--- src/rtl/cic_decim_param.sv ---
// ----------------------------------------------------------------------------
// cic_decim_param
//   CIC decimator for a 1-bit sigma-delta bitstream. Filter order, maximum
//   decimation and output width are fixed at elaboration; the decimation
//   ratio (D = 2^L) and the input coding (0/+1 or -1/+1) are chosen at run
//   time and take effect on frame boundaries. Combs are pipelined one stage
//   per cycle, the result is gain-normalised to OUT_W bits and presented
//   through a valid/ready register with a sticky overrun flag.
//
// Ports
//   clk, reset_n   modulator clock, asynchronous active-low reset
//   enable         1 = advance datapath, 0 = freeze (handshake keeps running)
//   in             modulator bit
//   bipolar        input coding: 0 -> {0,+1}, 1 -> {-1,+1}
//   dec_sel        requested log2 decimation, clamped to 1..MAX_LOG2_DEC
//   out_full       full-precision signed result
//   out_norm       normalised result (unsigned unipolar, signed bipolar)
//   out_valid      result available
//   out_ready      consumer accepts the result
//   overrun        sticky: an unread result was overwritten
//   clear_overrun  clears overrun (a simultaneous overwrite wins)
// ----------------------------------------------------------------------------
module cic_decim_param #(
  parameter int unsigned ORDER        = 3,
  parameter int unsigned MAX_LOG2_DEC = 8,
  parameter int unsigned OUT_W        = 16,
  parameter int unsigned DATA_W       = ORDER * MAX_LOG2_DEC + 2,
  parameter int unsigned SEL_W        = $clog2(MAX_LOG2_DEC + 1)
) (
  input  logic                     clk,
  input  logic                     reset_n,
  input  logic                     enable,
  input  logic                     in,
  input  logic                     bipolar,
  input  logic [SEL_W-1:0]         dec_sel,
  output logic signed [DATA_W-1:0] out_full,
  output logic [OUT_W-1:0]         out_norm,
  output logic                     out_valid,
  input  logic                     out_ready,
  output logic                     overrun,
  input  logic                     clear_overrun
);

  localparam int unsigned CNT_W  = MAX_LOG2_DEC;
  localparam int unsigned DISC_W = $clog2(ORDER + 1);
  localparam int unsigned WIDE_W = DATA_W + OUT_W;

  localparam logic signed [WIDE_W-1:0] SAT_HI =
    {{(WIDE_W - OUT_W + 1){1'b0}}, {(OUT_W - 1){1'b1}}};
  localparam logic signed [WIDE_W-1:0] SAT_LO =
    {{(WIDE_W - OUT_W + 1){1'b1}}, {(OUT_W - 1){1'b0}}};

  // Frame control state
  logic               lat_done;
  logic [SEL_W-1:0]   l_act;
  logic               bip_act;
  logic [CNT_W-1:0]   cnt;
  logic [DISC_W-1:0]  discard;

  // Integrator chain
  logic signed [DATA_W-1:0] integ [ORDER];

  // Comb pipeline: stage 0 holds the decimated sample, stage k is comb k
  logic signed [DATA_W-1:0] stg      [ORDER+1];
  logic signed [DATA_W-1:0] dly      [ORDER];
  logic                     stg_vld  [ORDER+1];
  logic                     stg_keep [ORDER+1];
  logic [SEL_W-1:0]         stg_l    [ORDER+1];
  logic                     stg_bip  [ORDER+1];

  // Combinational helpers
  logic [SEL_W-1:0]         l_in_c;
  logic [SEL_W-1:0]         l_eff_c;
  logic                     bip_eff_c;
  logic [CNT_W-1:0]         cnt_last_c;
  logic                     tc_c;
  logic                     chg_c;
  logic signed [DATA_W-1:0] x_c;
  logic                     load_c;
  int                       norm_s;
  logic signed [WIDE_W-1:0] norm_wide;
  logic signed [WIDE_W-1:0] norm_shf;
  logic [OUT_W-1:0]         norm_c;

  // Ratio clamp, active frame settings, terminal count and input coding.
  // Before the first enabled cycle the live inputs stand in for the latches.
  always_comb begin
    l_in_c = dec_sel;
    if (dec_sel == '0) begin
      l_in_c = SEL_W'(1);
    end else if (dec_sel > SEL_W'(MAX_LOG2_DEC)) begin
      l_in_c = SEL_W'(MAX_LOG2_DEC);
    end
    l_eff_c    = lat_done ? l_act : l_in_c;
    bip_eff_c  = lat_done ? bip_act : bipolar;
    cnt_last_c = ~({CNT_W{1'b1}} << l_eff_c);
    tc_c       = enable && (cnt == cnt_last_c);
    chg_c      = (l_in_c != l_eff_c) || (bipolar != bip_eff_c);
    if (in) begin
      x_c = DATA_W'(1);
    end else if (bip_eff_c) begin
      x_c = '1;
    end else begin
      x_c = '0;
    end
  end

  // Frame counter, setting latches and warm-up discard counter.
  // A frame closing at TC is judged by the discard count it started with;
  // a settings change only affects the frames that follow.
  always_ff @(posedge clk or negedge reset_n) begin
    if (!reset_n) begin
      lat_done <= 1'b0;
      l_act    <= '0;
      bip_act  <= 1'b0;
      cnt      <= '0;
      discard  <= DISC_W'(ORDER);
    end else if (enable) begin
      if (!lat_done) begin
        lat_done <= 1'b1;
        l_act    <= l_in_c;
        bip_act  <= bipolar;
      end
      if (tc_c) begin
        cnt     <= '0;
        l_act   <= l_in_c;
        bip_act <= bipolar;
        if (chg_c) begin
          discard <= DISC_W'(ORDER);
        end else if (discard != '0) begin
          discard <= discard - DISC_W'(1);
        end
      end else begin
        cnt <= cnt + CNT_W'(1);
      end
    end
  end

  // Integrators wrap modulo 2^DATA_W; the comb differences undo the wrap.
  always_ff @(posedge clk or negedge reset_n) begin
    if (!reset_n) begin
      for (int k = 0; k < int'(ORDER); k++) begin
        integ[k] <= '0;
      end
    end else if (enable) begin
      integ[0] <= integ[0] + x_c;
      for (int k = 1; k < int'(ORDER); k++) begin
        integ[k] <= integ[k] + integ[k-1];
      end
    end
  end

  // Decimation sample and comb pipeline; tags travel with each sample so the
  // result is normalised with the settings of the frame that produced it.
  always_ff @(posedge clk or negedge reset_n) begin
    if (!reset_n) begin
      for (int k = 0; k <= int'(ORDER); k++) begin
        stg[k]      <= '0;
        stg_vld[k]  <= 1'b0;
        stg_keep[k] <= 1'b0;
        stg_l[k]    <= '0;
        stg_bip[k]  <= 1'b0;
      end
      for (int k = 0; k < int'(ORDER); k++) begin
        dly[k] <= '0;
      end
    end else if (enable) begin
      stg_vld[0] <= tc_c;
      if (tc_c) begin
        stg[0]      <= integ[ORDER-1];
        stg_keep[0] <= (discard == '0);
        stg_l[0]    <= l_eff_c;
        stg_bip[0]  <= bip_eff_c;
      end
      for (int k = 1; k <= int'(ORDER); k++) begin
        stg_vld[k] <= stg_vld[k-1];
        if (stg_vld[k-1]) begin
          stg[k]      <= stg[k-1] - dly[k-1];
          dly[k-1]    <= stg[k-1];
          stg_keep[k] <= stg_keep[k-1];
          stg_l[k]    <= stg_l[k-1];
          stg_bip[k]  <= stg_bip[k-1];
        end
      end
    end
  end

  // Gain normalisation: shift by ORDER*L+1-OUT_W, saturate only when bipolar.
  always_comb begin
    norm_s    = int'(ORDER) * int'(stg_l[ORDER]) + 1 - int'(OUT_W);
    norm_wide = WIDE_W'(stg[ORDER]);
    if (norm_s >= 0) begin
      norm_shf = norm_wide >>> norm_s;
    end else begin
      norm_shf = norm_wide <<< (-norm_s);
    end
    norm_c = norm_shf[OUT_W-1:0];
    if (stg_bip[ORDER]) begin
      if (norm_shf > SAT_HI) begin
        norm_c = SAT_HI[OUT_W-1:0];
      end else if (norm_shf < SAT_LO) begin
        norm_c = SAT_LO[OUT_W-1:0];
      end
    end
  end

  assign load_c = enable && stg_vld[ORDER] && stg_keep[ORDER];

  // Output register and handshake; runs regardless of enable.
  always_ff @(posedge clk or negedge reset_n) begin
    if (!reset_n) begin
      out_full  <= '0;
      out_norm  <= '0;
      out_valid <= 1'b0;
      overrun   <= 1'b0;
    end else begin
      if (load_c) begin
        out_full  <= stg[ORDER];
        out_norm  <= norm_c;
        out_valid <= 1'b1;
      end else if (out_valid && out_ready) begin
        out_valid <= 1'b0;
      end
      if (load_c && out_valid && !out_ready) begin
        overrun <= 1'b1;
      end else if (clear_overrun) begin
        overrun <= 1'b0;
      end
    end
  end

endmodule

--- config.mk ---
export PLATFORM = sky130hd
export DESIGN_NAME = cic_decim_param
export DESIGN_NICKNAME = d
export VERILOG_FILES = /design/src/rtl/cic_decim_param.sv
export SDC_FILE = /design/constraint.sdc
export NUM_CORES = 1
export LEC_CHECK = 0
export CORE_UTILIZATION = 58
export CTS_CLUSTER_SIZE = 24
export DETAILED_ROUTE_END_ITERATION = 8
export PLACE_DENSITY = 0.78
export SLEW_MARGIN = 40
export SYNTH_ARGS = -nofsm -noshare
export SYNTH_HDL_FRONTEND = slang
export SYNTH_SLANG_ARGS = --single-unit
--- constraint.sdc ---
create_clock -name clk -period 5.7 [get_ports clk]
set_input_delay 1.14 -clock clk [delete_from_list [all_inputs] [get_ports clk]]
set_output_delay 1.14 -clock clk [all_outputs]
set_load 0.1 [all_outputs]
==> results.txt <==
outcome: finished clean
cts-stage hold buffer count: 0
initial antenna violation count: 0
final period utilization: 0.966
starting density of the core: 0.592
reg2reg start: stg_l[2]
R2R Setup Slk: 190 ps
Global Route met3 Usage: 0.0388
DR vias/cell: 6.27
f_max: 182 MHz
Overall Global Routing Usage: 0.318
count of unique library cells instantiated by Yosys: 86
Post-synth EDFFs: 0
Top Ports: 55
register area share after synthesis: 0.349
vias after detailed routing: 21300
CP required: 6170 ps
antenna viol nets, final: 0
cells after synthesis: 2783
clock slew at reported path FFs: 60 ps
Area contributors post-synth: dfrtp_1 35%, ha_1 8.4%, mux2_2 6.9%
DR WL/cell: 20.3 um
DRC: 0
crit path DAT: 5980 ps
worst-path fanout max: 7
max_cap viols: 0
die area: 43800 um^2
largest net degree at the start of global routing: 122
async set-or-reset flop fraction in the synthesized netlist: 1.00
CORE AREA: 42100 um^2
# nets final: 3014
n_diodes: 0
Skew-Pair Late Insertion Delay: 570 ps
setup ws final: 191 ps
most frequent cell after synthesis: nand2_1
row count: 75
area grow syn2layout: 11.3%
DRT Wirelength: 69.2 mm
CTS tree: yes
GP Congestion: 0.991
# setup viols final: 0
clock sinks: 348
Mapped Area: 24900 um^2
Syn Area/Cell: 8.96 um^2
number of buffers created by CTS: 40
Synth Warn #: 0
Hold Vio Cnt, Final: 0
port buffer count: 54
CP Capture Point: out_norm[11]
Yosys top cell area share: 0.347
global routing's busiest layer: met2
first-pass GRT wire length: 112 mm
pre-CTS setup slack: 30.4 ps
Die Y: 209 um
detailed placer's ending HPWL: 51.2 mm
met2 usage: 0.533
skew final: 22.2 ps
Worst setup startpoint: stg_l[2]
setup TNS: 0 ps
initial DRC count: 1752
gr ovfl total: 0
met1 Use GR: 0.430
Die W: 209 um
CP startpoint kind: flop
root buf cell: clkbuf_16
WS Path Type: reg2reg
Hold Path Class: reg2reg
CP endpoint kind: flop
layout cell share with drive strength beyond 1: 0.150
R2R Path End: out_norm[11]
crit path time final: 5510 ps
Final Slew Violations: 0
Reg2Reg Depth: 22
Synthesized Nets: 2969
vias in the first global route: 20800
cell taking the most area after synthesis: dfrtp_1
H-tree levels: 2
top post-synthesis cells by count: 370 x nand2_1, 346 x dfrtp_1, 251 x o21ai_0, 168 x ha_1, 163 x nor2_1
clk buf depth: 3
top_reg_cell synth: dfrtp_1
Slew HR: 0.484
Yosys reg bits: 348
Slew @ Worst Pin: 768 ps
drt pass-1 iters: 5
[critical path: stages (launching register included)]
cell	delay, ps
dfrtp_1	400
inv_1	60
ha_1	270
inv_1	40
ha_1	290
nor2b_2	180
o211a_1	290
a2111o_1	460
or3_1	390
ha_1	220
nor4_2	280
nand2_1	100
nor3_2	220
buf_4	150
nand3_1	130
or3_4	460
o21ai_1	130
nand2_1	90
or4_1	550
o21ai_2	190
a31oi_4	140
buf_4	200
o22ai_1	160
[sequential cells by signal, summed over array words and instances (netlist names), 2 cells and up]
register,count
cnt,8
discard,2
dly,78
integ,78
l_act,4
norm_wide,26
out_full,26
out_norm,16
stg,78
stg_bip,4
stg_keep,4
stg_l,16
stg_vld,4
[cells by family (layout without fill, tap and decap cells)]
| logic type | after synthesis | in the layout | synth area share |
|---|---|---|---|
| AND/OR/NAND/NOR | 849 | 849 | 0.157 |
| multiplexers | 234 | 234 | 0.117 |
| buffers and inverters | 274 | 351 | 0.0425 |
| XOR/XNOR | 132 | 132 | 0.0484 |
| adder cells (fa/ha/maj) | 175 | 175 | 0.0900 |
| flip-flops | 348 | 348 | 0.349 |
| AO/OA/AOI/OAI | 771 | 771 | 0.195 |
[cell usage in the layout, fill, tap and decap left out, types with 32 or more instances in the layout]
master / count
mux2i_1: 50
nand3_1: 56
xnor2_1: 64
inv_1: 140
nand2b_1: 32
dfrtp_1: 345
ha_1: 167
mux2_2: 152
a21o_1: 45
clkbuf_16: 42
buf_4: 74
a21oi_1: 153
a211oi_1: 39
nor2_1: 161
nand2_1: 369
o21a_1: 37
xor2_1: 61
o21ai_0: 251
buf_2: 44
nor3_1: 58
[what timing repair did]
item,CTS,global route
setup buffers,0,3
resized for setup,0,24
setup endpoints to repair,0,16
[cell type report]
| type | count | area, um^2 |
|---|---|---|
| multi-input cells | 2161 | 15300 |
| fillers | 3349 | 14400 |
| flip-flops and latches | 348 | 8710 |
| clock buffers | 57 | 1220 |
| repair buffers | 136 | 1000 |
| well taps | 539 | 674 |
| inverters | 141 | 529 |
| clock inverters | 17 | 294 |
[through the flow]
step	hold WS (ps)	util	instances	cell area [um^2]
4_1_cts	474	0.655	3394	27600
3_3_place_gp	459	0.624	3320	26300
3_5_place_dp	460	0.619	3320	26100
2_1_floorplan	441	-	2783	24900
6_report	467	0.658	3399	27700
5_1_grt	503	0.658	3399	27700
[worst min-delay path by stage]
stage | startpoint | to | slack (ps) | depth (start not counted)
after floorplan | integ[25] | integ[25] | 440 | 1
final | out_full[21] | out_full[21] | 470 | 2
after global routing | out_full[22] | out_full[22] | 500 | 2
after detailed placement | out_full[24] | out_full[24] | 460 | 2
after global placement | out_full[3] | out_full[3] | 460 | 2
after CTS | out_full[21] | out_full[21] | 470 | 2
[metal layers]
metal | share of wire | routed length (um)
met2 | 0.47 | 32800
met5 | 0 | 0
met1 | 0.44 | 30500
met4 | 0.029 | 2000
met3 | 0.055 | 3830
Power is not shown: default switching activity piles up to over one toggle a cycle in this logic, so the estimate is an artifact.
